===== src/rtl/mem_req_sched_pkg.sv =====
// Shared encodings and widths for the memory request scheduler.
package mem_req_sched_pkg;

  localparam int ADDR_W  = 22;
  localparam int DTA_W   = 64;
  localparam int OUTST_W = 4;

  typedef enum logic [1:0] {
    CMD_NOOP    = 2'd0,
    CMD_REFRESH = 2'd1,
    CMD_READ    = 2'd2,
    CMD_WRITE   = 2'd3
  } cmd_e;

  typedef enum logic [1:0] {
    ST_IDLE    = 2'd0,
    ST_POP     = 2'd1,
    ST_ISSUE   = 2'd2,
    ST_REFRESH = 2'd3
  } state_e;

endpackage


===== src/rtl/mem_req_outst_cnt.sv =====
// Outstanding-read counter: saturating up/down count plus a sticky underflow flag.
module mem_req_outst_cnt
  import mem_req_sched_pkg::*;
(
  input  logic               clk,
  input  logic               rst,
  input  logic               inc_i,
  input  logic               dec_i,
  output logic [OUTST_W-1:0] cnt_o,
  output logic               err_o
);

  localparam logic [OUTST_W-1:0] CNT_ONE = OUTST_W'(1);
  localparam logic [OUTST_W-1:0] CNT_MAX = '1;

  logic [OUTST_W-1:0] cnt_q, cnt_d;
  logic               err_q, err_d;

  // Next count; a return with nothing outstanding leaves the count at zero and flags it.
  always_comb begin
    cnt_d = cnt_q;
    err_d = err_q;
    if (inc_i && !dec_i) begin
      if (cnt_q != CNT_MAX) cnt_d = cnt_q + CNT_ONE;
      else                  cnt_d = cnt_q;
    end else if (dec_i && !inc_i) begin
      if (cnt_q == '0) err_d = 1'b1;
      else             cnt_d = cnt_q - CNT_ONE;
    end else begin
      cnt_d = cnt_q;
    end
  end

  always_ff @(posedge clk or negedge rst) begin
    if (!rst) begin
      cnt_q <= '0;
      err_q <= 1'b0;
    end else begin
      cnt_q <= cnt_d;
      err_q <= err_d;
    end
  end

  assign cnt_o = cnt_q;
  assign err_o = err_q;

endmodule


===== src/rtl/mem_req_sched.sv =====
// Memory request scheduler: request FIFO -> single-port memory, read data -> response FIFO.
// Optional statistics counters are enabled with the MEM_REQ_SCHED_STATS_EN define.
module mem_req_sched
  import mem_req_sched_pkg::*;
#(
  parameter int MAX_OUTST   = 4,
  parameter int REFRESH_CYC = 8
) (
  input  logic              clk,
  input  logic              rst,
  input  logic [1:0]        mem_req_rd_cmd,
  input  logic [ADDR_W-1:0] mem_req_rd_addr,
  input  logic [DTA_W-1:0]  mem_req_rd_dta,
  output logic              mem_req_rd_en,
  input  logic              mem_req_rd_valid,
  output logic [DTA_W-1:0]  mem_res_wr_dta,
  output logic              mem_res_wr_en,
  input  logic              mem_res_wr_almost_full,
  output logic [ADDR_W-1:0] mem_addr,
  output logic [DTA_W-1:0]  mem_wdata,
  output logic              mem_re,
  output logic              mem_we,
  input  logic              mem_ready,
  input  logic [DTA_W-1:0]  mem_rdata,
  input  logic              mem_rvalid,
  output logic              sched_error
`ifdef MEM_REQ_SCHED_STATS_EN
  ,
  output logic [31:0]       stat_rd_cnt,
  output logic [31:0]       stat_wr_cnt,
  output logic [31:0]       stat_stall_cnt
`endif
);

  localparam int                 REF_W    = 16;
  localparam logic [REF_W-1:0]   REF_LOAD = REF_W'(REFRESH_CYC - 1);
  localparam logic [OUTST_W-1:0] MAX_Q    = OUTST_W'(MAX_OUTST);

  state_e             state_q;
  logic               run_q;
  logic               re_q, we_q;
  logic [ADDR_W-1:0]  addr_q;
  logic [DTA_W-1:0]   wdata_q;
  logic [REF_W-1:0]   ref_cnt_q;
  logic               res_en_q;
  logic [DTA_W-1:0]   res_dta_q;
  logic [OUTST_W-1:0] outst_s;
  logic               allowed_s;
  logic               rd_acc_s;
  cmd_e               cmd_s;

  // run_q keeps the pop strobe low while reset is held even though IDLE is the reset state.
  assign allowed_s     = !mem_res_wr_almost_full && (outst_s < MAX_Q);
  assign mem_req_rd_en = run_q && (state_q == ST_IDLE) && allowed_s;
  assign rd_acc_s      = (state_q == ST_ISSUE) && re_q && mem_ready;
  assign cmd_s         = cmd_e'(mem_req_rd_cmd);

  always_ff @(posedge clk or negedge rst) begin
    if (!rst) begin
      state_q   <= ST_IDLE;
      run_q     <= 1'b0;
      re_q      <= 1'b0;
      we_q      <= 1'b0;
      addr_q    <= '0;
      wdata_q   <= '0;
      ref_cnt_q <= '0;
    end else begin
      run_q <= 1'b1;
      case (state_q)
        ST_IDLE: begin
          if (mem_req_rd_en) state_q <= ST_POP;
        end
        ST_POP: begin
          if (!mem_req_rd_valid) begin
            state_q <= ST_IDLE;
          end else begin
            case (cmd_s)
              CMD_REFRESH: begin
                state_q   <= ST_REFRESH;
                ref_cnt_q <= REF_LOAD;
              end
              CMD_READ: begin
                state_q <= ST_ISSUE;
                re_q    <= 1'b1;
                addr_q  <= mem_req_rd_addr;
              end
              CMD_WRITE: begin
                state_q <= ST_ISSUE;
                we_q    <= 1'b1;
                addr_q  <= mem_req_rd_addr;
                wdata_q <= mem_req_rd_dta;
              end
              default: state_q <= ST_IDLE;
            endcase
          end
        end
        ST_ISSUE: begin
          if (mem_ready) begin
            re_q    <= 1'b0;
            we_q    <= 1'b0;
            state_q <= ST_IDLE;
          end
        end
        ST_REFRESH: begin
          if (ref_cnt_q == '0) state_q <= ST_IDLE;
          else                 ref_cnt_q <= ref_cnt_q - 16'd1;
        end
        default: begin
          state_q <= ST_IDLE;
          re_q    <= 1'b0;
          we_q    <= 1'b0;
        end
      endcase
    end
  end

  // Read returns are never stalled; they are forwarded one cycle after mem_rvalid.
  always_ff @(posedge clk or negedge rst) begin
    if (!rst) begin
      res_en_q  <= 1'b0;
      res_dta_q <= '0;
    end else begin
      res_en_q <= mem_rvalid;
      if (mem_rvalid) res_dta_q <= mem_rdata;
    end
  end

  mem_req_outst_cnt u_outst (
    .clk   (clk),
    .rst   (rst),
    .inc_i (rd_acc_s),
    .dec_i (mem_rvalid),
    .cnt_o (outst_s),
    .err_o (sched_error)
  );

  assign mem_addr       = addr_q;
  assign mem_wdata      = wdata_q;
  assign mem_re         = re_q;
  assign mem_we         = we_q;
  assign mem_res_wr_en  = res_en_q;
  assign mem_res_wr_dta = res_dta_q;

`ifdef MEM_REQ_SCHED_STATS_EN
  logic        wr_acc_s;
  logic [31:0] rd_cnt_q, wr_cnt_q, stall_cnt_q;

  assign wr_acc_s = (state_q == ST_ISSUE) && we_q && mem_ready;

  // Event counters wrap naturally at 2^32.
  always_ff @(posedge clk or negedge rst) begin
    if (!rst) begin
      rd_cnt_q    <= 32'd0;
      wr_cnt_q    <= 32'd0;
      stall_cnt_q <= 32'd0;
    end else begin
      if (rd_acc_s) rd_cnt_q <= rd_cnt_q + 32'd1;
      if (wr_acc_s) wr_cnt_q <= wr_cnt_q + 32'd1;
      if (run_q && (state_q == ST_IDLE) && !allowed_s) stall_cnt_q <= stall_cnt_q + 32'd1;
    end
  end

  assign stat_rd_cnt    = rd_cnt_q;
  assign stat_wr_cnt    = wr_cnt_q;
  assign stat_stall_cnt = stall_cnt_q;
`endif

endmodule

===== config.mk =====
export PLATFORM = sky130hd
export DESIGN_NAME = mem_req_sched
export DESIGN_NICKNAME = d
export VERILOG_FILES = /design/src/rtl/mem_req_sched_pkg.sv /design/src/rtl/mem_req_outst_cnt.sv /design/src/rtl/mem_req_sched.sv
export SDC_FILE = /design/constraint.sdc
export NUM_CORES = 1
export LEC_CHECK = 0
export CORE_MARGIN = 2
export CORE_UTILIZATION = 35
export DETAILED_ROUTE_END_ITERATION = 10
export MAX_ROUTING_LAYER = met4
export PLACE_DENSITY = 0.72
export SLEW_MARGIN = 5
export SYNTH_ARGS = -nofsm -noshare
export SYNTH_HDL_FRONTEND = slang
export SYNTH_SLANG_ARGS = --single-unit

===== constraint.sdc =====
create_clock -name clk -period 1.9 [get_ports clk]
set_input_delay 0.475 -clock clk [delete_from_list [all_inputs] [get_ports clk]]
set_output_delay 0.475 -clock clk [all_outputs]
set_load 0.01 [all_outputs]

* Word-level counts from Yosys, hierarchy flattened
Index checks and enable logic that the tools add are counted.
Cells by class: add/subtract/negate cells 3, $lt $le $gt $ge 1, equal/unequal tests 17, mux-type cells 21, bitwise logic cells 1, reductions and logical operators 25
Operator list (count):
- $mux W16 | 3
- $pmux W16 S2 | 1
- $ne A2 B2 Y1 const B | 9
- $logic_not A16 Y1 | 1
- $mux W4 | 4
- $sub A16 B1 Y16 const B | 1
- $reduce_and A3 Y1 | 5
- $reduce_and A4 Y1 | 3
- $eq A2 B2 Y1 const B | 4
- $mux W2 | 4
- $pmux W2 S4 | 1
- $logic_and A1 B1 Y1 | 7
- $reduce_bool A2 Y1 | 3
- $mux W1 | 5
- $add A4 B1 Y4 const B | 1
- $eq A2 B1 Y1 const B | 2
- $logic_not A4 Y1 | 1
- $lt A4 B3 Y1 const B | 1
- $ne A4 B4 Y1 const B | 1
- $pmux W1 S2 | 2
- $pmux W2 S2 | 1
- $sub A4 B1 Y4 const B | 1
- $logic_not A1 Y1 | 3
- $logic_not A2 Y1 | 1
- 3 further kinds | 3
Word-level totals: register bits 177, input port bits 158, output and inout port bits 155, word-level logic and storage cells 79

* Longest topological paths before layout
Gate-level depths: netlist (run 1).
word-level depth 7, gate-level depth with buffers 8, mapped depth without buffers 7

* Modules after synthesis
Synthesis (run 1) repeated with hierarchy kept, for this count alone.
Second synthesis, totals: cells, all modules 468, area total of the unflattened synthesis 7039.3 um2
By module, submodules not included:
- mem_req_sched | instances 1, cells an instance 436, area each 6685.2 um2, seq. area each 4304.1 um2
- mem_req_outst_cnt | instances 1, cells an instance 32, area each 354.1 um2, seq. area each 125.1 um2

* Worst setup path after synthesis (run 1)
OpenSTA, ideal clock, no wires.
path type input to register, start input mem_rvalid, end register u_outst.cnt_q[3], in the netlist u_outst.cnt_o[3], setup time 0.079 ns, arrival time 2.362 ns, required time 1.821 ns, path slack -0.541 ns, cell stages on the path 8, buffers on the path 2, cells stage by stage buf_1 -> clkbuf_1 -> or2_2 -> ha_1 -> a21o_1 -> a21oi_1 -> mux2_2 -> mux2i_1
On the way: cells in the longest elaborated chain, start to end 4, elaborated cells between the ends (all ways) 8, classes of those cells 2 x eq/ne; 1 x mux; 5 x reduce/logical
RTL lines:
- start: declaration | line mem_req_sched.sv:25 | input logic mem_rvalid,
- $logic_not A1 Y1 | line mem_req_outst_cnt.sv:23 | if (inc_i && !dec_i) begin
- $logic_and A1 B1 Y1 | line mem_req_outst_cnt.sv:23
- $ne A2 B2 Y1 (no line) (tied with other cells)
- $reduce_and A3 Y1 (no line)
- end signal: assignment | line mem_req_outst_cnt.sv:39 | cnt_q <= cnt_d;
- end: declaration | line mem_req_outst_cnt.sv:16 | logic [OUTST_W-1:0] cnt_q, cnt_d;
Parallel ways exist; a longest one is shown, timed or not. A chain may end at the register's enable or synchronous reset.

* Worst setup path after layout (run 1)
start register u_outst.cnt_q[2], in the netlist u_outst.cnt_o[2], end output mem_req_rd_en
On the way: cells in the longest elaborated chain, start to end 3
RTL lines:
- $lt A4 B3 Y1 | line mem_req_sched.sv:53 | assign allowed_s = !mem_res_wr_almost_full && (outst_s < MAX_Q);
- $logic_and A1 B1 Y1 | line mem_req_sched.sv:53
- $logic_and A1 B1 Y1 | line mem_req_sched.sv:54 | assign mem_req_rd_en = run_q && (state_q == ST_IDLE) && allowed_s;
- end: declaration | line mem_req_sched.sv:14 | output logic mem_req_rd_en,
Every way passes these cells.

==> results_dict.tcl, run 1 <==
set metrics [dict create \
    n_fill_cell 1534 \
    critPathCaptureType "primary output" \
    hp-class "reg2reg" \
    tritoncts "built" \
    finalCritPeriodShare_pct 110 \
    synth.distinct_cells 53 \
    dieWidth_um 146 \
    overflow 0 \
    cp_slowest_cell "or4b_4" \
    cellPowerDensity_nw_per_um2 1300 \
    drive_above_1_share_pct 32.8 \
    dp_slack_ns -0.869 \
    tns_ns -0.521 \
    setup_slack_ns -0.197 \
    fin_nets 994 \
    mostFrequentLayoutCells "306 x clkdlybuf4s50_1, 177 x dfrtp_1, 152 x mux2_2, 49 x buf_4, 17 x clkbuf_16" \
    cpLargestDelayFamily "simple AND/OR/NAND/NOR gates" \
    vias_per_cell 4.65 \
    grt_pass1_vias 5852 \
    synthesis.area_um2 7050 \
    htree_num_levels 4 \
    ys_async_sr_fraction_pct 100 \
    hold_path.startpoint "u_outst.err_o" \
    grt_antenna_before_repair 1 \
    yosysSeqAreaShare_pct 62.8 \
    dieArea_um2 21300 \
    synthFlopType "dfrtp_1" \
    worst-path-buf-inv 1 \
    drc 0 \
    insertion_delay_ns 0.41 \
    hpwlAfterDp_um 14400 \
    gp_routability_congestion 0.767 \
    final_common_cell "clkdlybuf4s50_1" \
    netlist_instances 464 \
    rows 51 \
    p_int_uw 10700 \
    synth.avg_cell_area_um2 15.2 \
    drt_wl_total_um 19200 \
    vias 5163 \
    vdd_drop_max_mv 0.780 \
    grt_max_degree 68 \
    max_freq_mhz 477 \
    ys.warnings.count 0 \
    ios 313 \
    maxSlewViolCount 0 \
    seqPwrFrac_pct 37.1 \
    pwr-share-comb_pct 40.0 \
    switching_share_pct 29.7 \
    finalCriticalPeriod_ns 2.10 \
    coreArea_um2 19600 \
    skew_ns 0.00688 \
    worstReg2RegStart "ref_cnt_q[14]" \
    grt_pass1_wl_um 30800 \
    port_buffers 312 \
    rsz0062_at_grt "yes" \
    clockRootBuffer "clkbuf_16" \
    leakage_uw 0.00497 \
    ant_nets 0 \
    start_util_pct 36.0 \
    synth_nets 626 \
    die_h_um 146 \
    routedWlPerCell_um 17.3 \
    outcome "finished, violations left" \
    arrival_ns 1.62 \
    violations "negative setup slack" \
    path_cells "or4b_4, nor3_4, buf_2" \
    clock-sinks 177 \
    path_clk_slew_ns 0.07 \
    syn_to_final_growth_pct 65.7 \
    critPathLaunch "u_outst.cnt_o[2]" \
    crit_fanout 2 \
    maxCapViolCount 0 \
    cts_max_path_buffers 2 \
    ys_ff_latch 177 \
    cp.required_ns 1.42 \
    numCtsBuffers 17 \
    grt_use_total_pct 18.9 \
    firstDrtPassIters 4 \
    p_switching_uw 4530 \
    worstSetupStartpointType "flop" \
    finalSetupViolCount 9 \
    critical_path.max_stage_delay_ns 0.53 \
    worstSetupPathType "reg2out" \
    p_clk_share_pct 22.9 \
    finalHoldViolations 0 \
    initialDrtViolationCount 136 \
    synth_edf_count 0 \
]
routing by layer:
metal,up-vias,GRT usage (%),share of wire [%]
met5,-,-,0
met4,0,6.57,2.5
met3,33,5.89,6.6
met2,184,32.9,54
met1,2549,20.4,37
li1,2397,-,-
final cells by class:
type                            count  area, µm²  area share [%]
Sequential cell                   177       4430            37.9
Timing Repair Buffer              371       3660            31.3
Clock inverter                     13        153            1.31
Clock buffer                       19        433            3.71
Inverter                            4       15.0           0.129
Tap cell                          265        332            2.84
Antenna cell                        1       2.50          0.0214
Multi-Input combinational cell    261       2660            22.8
cells by family after synthesis:
logic type      synth area share (%)
fa+ha+maj                      0.816
xor+xnor                       0.248
other cells                   0.0532
compound gates                  2.57
flops                           62.8
mux                             26.4
buf+inv                         1.63
simple gates                    5.43
synthesized netlist by cell type, types with 2 or more instances:
cell	instances	area share, %
nand2_1	16	0.85
mux2_2	153	24
o211ai_1	2	0.21
nor4_1	5	0.44
mux2i_1	14	2.0
nand2b_1	2	0.18
or4_1	5	0.53
o21a_1	2	0.21
inv_1	4	0.21
dfrtp_1	177	63
nor3_1	3	0.21
ha_1	3	0.53
xor2_1	2	0.25
nor2_1	7	0.37
a311oi_1	2	0.25
clkbuf_1	10	0.53
nand4b_1	2	0.25
a21oi_1	5	0.35
nand3_1	4	0.28
a211oi_1	2	0.21
buf_2	5	0.35
buf_1	5	0.27
or2_2	4	0.35
power by group through the flow:
stage / Sequential [µW] / Clock [µW] / Combinational [µW]
4_1_cts: 5670 / 3590 / 5960
3_3_place_gp: 5630 / 0 / 5660
5_1_grt: 5800 / 3760 / 6500
6_report: 5660 / 3480 / 6100
3_5_place_dp: 5700 / 0 / 5820
2_1_floorplan: 6180 / 0 / 1810
sequential cells by signal, indices dropped and copies added (netlist names):
register and count:
mem_res_wr_dta 64, mem_wdata 64, mem_addr 22, ref_cnt_q 16
u_outst.cnt_o 4, state_q 2, mem_re 1, mem_res_wr_en 1
mem_we 1, run_q 1, u_outst.err_o 1
what timing repair did:
action | 4_1_cts | 5_1_grt
setup buffers | 3 | 7
pin swaps | 5 | 11
gates resized for setup | 17 | 15
hold endpoints to repair | 36 | 0
setup endpoints to repair | 17 | 38
hold buffers | 1 | 0
worst paths after layout:
kind / endpoint / slack [ns] / cells past startpoint
min in group asynchronous: u_outst.cnt_o[1] / 0.54 / 2
setup reg to reg: ref_cnt_q[1] / -0.09 / 4
max in group asynchronous: mem_wdata[25] / 0.79 / 3
hold / removal: u_outst.err_o / 0.49 / 1
setup / recovery: mem_req_rd_en / -0.20 / 3
hold reg to reg: u_outst.err_o / 0.49 / 1
through the flow:
step           power (µW)  cells  instance area, µm²  util [%]  hold WS, ns
2_1_floorplan        7990    464                7100         -        0.179
3_3_place_gp        11300   1067               10900      55.6        0.416
3_5_place_dp        11500   1067               10900      55.6        0.423
4_1_cts             15200   1103               11500      58.9        0.498
5_1_grt             16100   1111               11700      59.6        0.516
6_report            15200   1111               11700      59.6        0.493
(Power assumes the default switching activity.)
==> run 2, diff against run 1 <==
--- a/config.mk
+++ b/config.mk
@@ -5,12 +5,13 @@
 export SDC_FILE = /design/constraint.sdc
 export NUM_CORES = 1
 export LEC_CHECK = 0
-export CORE_MARGIN = 2
+export CORE_MARGIN = 1.5
 export CORE_UTILIZATION = 35
+export CTS_CLUSTER_SIZE = 10
 export DETAILED_ROUTE_END_ITERATION = 10
 export MAX_ROUTING_LAYER = met4
 export PLACE_DENSITY = 0.72
-export SLEW_MARGIN = 5
+export SLEW_MARGIN = 20
 export SYNTH_ARGS = -nofsm -noshare
 export SYNTH_HDL_FRONTEND = slang
 export SYNTH_SLANG_ARGS = --single-unit
==> run 2 against run 1 <==
  * The flow still finishes with violations (negative setup slack)
  * First-iteration DRC count increased by 25%
  * Combinational power down 2%
  * Cell area about the same
  * Critical path depth stayed put
  * Die area fell by 1.4%
  * Fmax is 0.86% lower
  * Via count is 1.7% higher
==> results_dict.tcl, run 2 (synthesis results as in run 1) <==
set metrics [dict create \
    hold_end "u_outst.err_o" \
    cts_max_path_buffers 2 \
    tritoncts "built" \
    drc 0 \
    die_h_um 145 \
    dp_slack_ns -0.901 \
    hold_path.startpoint "u_outst.err_o" \
    rr_worst_depth 4 \
    critical_path.max_stage_delay_ns 0.53 \
    gp_routability_congestion 0.829 \
    numCtsBuffers 17 \
    maxCapViolCount 0 \
    grt_pass1_wl_um 30900 \
    maxSlewViolCount 0 \
    finalCritPeriodShare_pct 111 \
    vdd_drop_max_mv 0.667 \
    hpwlAfterDp_um 14200 \
    tns_ns -0.278 \
    rows 51 \
    outcome "finished, violations left" \
    finalCriticalPeriod_ns 2.12 \
    vias_per_cell 4.73 \
    cp.required_ns 1.42 \
    instances_no_fill 1110 \
    rsz0062_at_grt "yes" \
    overflow 0 \
    cp_slowest_cell "or4b_4" \
    clockRootBuffer "clkbuf_16" \
    path_clk_slew_ns 0.07 \
    r2r_end "ref_cnt_q[1]" \
    leakage_uw 0.00498 \
    grt_antenna_before_repair 0 \
    port_buffers 312 \
    coreArea_um2 19600 \
    crit_fanout 2 \
    syn_to_final_growth_pct 65.7 \
    final_common_cell "clkdlybuf4s50_1" \
    dp_cells 1068 \
    initialDrtViolationCount 170 \
    ant_nets 0 \
    drt_wl_total_um 19000 \
    violations "negative setup slack" \
    start_util_pct 36.0 \
    r2r_slack_ns -0.05 \
    max_freq_mhz 473 \
    firstDrtPassIters 4 \
    routedWlPerCell_um 17.1 \
    whs_ns 0.486 \
    vias 5249 \
    finalSetupViolCount 4 \
    worstSetupPathType "reg2out" \
    worstSetupStartpointType "flop" \
    dieArea_um2 21000 \
    path_cells "or4b_4, nor3_4, buf_2" \
    mostFrequentLayoutCells "306 x clkdlybuf4s50_1, 176 x dfrtp_1, 151 x mux2_2, 48 x buf_4, 17 x clkbuf_16" \
    hp-class "reg2reg" \
    arrival_ns 1.64 \
    setup_slack_ns -0.215 \
    clock-sinks 177 \
    critPathCaptureType "primary output" \
    grt_max_degree 52 \
    drive_above_1_share_pct 32.5 \
    cellPowerDensity_nw_per_um2 1310 \
    htree_num_levels 4 \
    dieWidth_um 145 \
    grt_use_total_pct 19.0 \
    worstReg2RegStart "ref_cnt_q[12]" \
    ios 313 \
    grt_pass1_vias 5799 \
    skew_ns 0.00663 \
    finalHoldViolations 0 \
    fin_nets 994 \
    hold_depth 1 \
    insertion_delay_ns 0.42 \
    antennaDiodeCount 0 \
]
## run 2: layer usage
layer  up-vias  part of all wire [%]  global-route usage, %
li1       2391                     -                      -
met1      2645                    40                   21.5
met2       196                    52                   32.3
met3        17                   7.0                   5.88
met4         0                   1.5                   5.62
met5         -                     0                      -
## run 2: final cells by class
type	instances	area (µm²)
clock buffer	18	429
clock inverter	14	174
fill	1521	7910
inverter	4	15.0
multi-input combinational	261	2650
sequential	177	4430
tap	265	332
timing repair buffer	371	3650
## run 2: worst max-delay path by stage
| stage | cells past startpoint | slack, ns | to | from |
|---|---|---|---|---|
| 2_1_floorplan | 8 | -0.11 | u_outst.cnt_o[3] | mem_rvalid |
| 3_3_place_gp | 4 | -0.87 | mem_req_rd_en | mem_res_wr_almost_full |
| 3_5_place_dp | 4 | -0.90 | mem_req_rd_en | mem_res_wr_almost_full |
| 4_1_cts | 3 | -0.29 | mem_req_rd_en | u_outst.cnt_o[2] |
| 5_1_grt | 3 | -0.30 | mem_req_rd_en | u_outst.cnt_o[2] |
| 6_report | 3 | -0.22 | mem_req_rd_en | u_outst.cnt_o[2] |
## run 2: per-stage QoR
stage / total power (µW) / instance area, µm² / utilization (%)
3_3_place_gp: 11200 / 10900 / 55.5
3_5_place_dp: 11400 / 10900 / 55.5
5_1_grt: 16000 / 11700 / 59.6
4_1_cts: 15200 / 11600 / 59.0
6_report: 15300 / 11700 / 59.6
2_1_floorplan: 7990 / 7100 / -
## run 2: report_power, final
group	internal (µW)	switching [µW]	total (µW)
registers	4980	690	5670
clock network	2000	1610	3610
logic	3700	2290	5990
total	10700	4590	15300
## run 2: worst max-delay path, delay by kind of cell (launching register included)
kind                   cells  cell delay, ns
buffers and inverters      1            0.16
flip-flops                 1            0.39
AND/OR/NAND/NOR            2            0.66
## run 2: timing repair
| item | 4_1_cts | 5_1_grt |
|---|---|---|
| setup buffers | 3 | 6 |
| hold buffers | 1 | 0 |
| pin swaps | 6 | 9 |
| setup endpoints to repair | 17 | 16 |
| endpoints found under the hold margin | 31 | 0 |
| gates resized for setup | 18 | 15 |
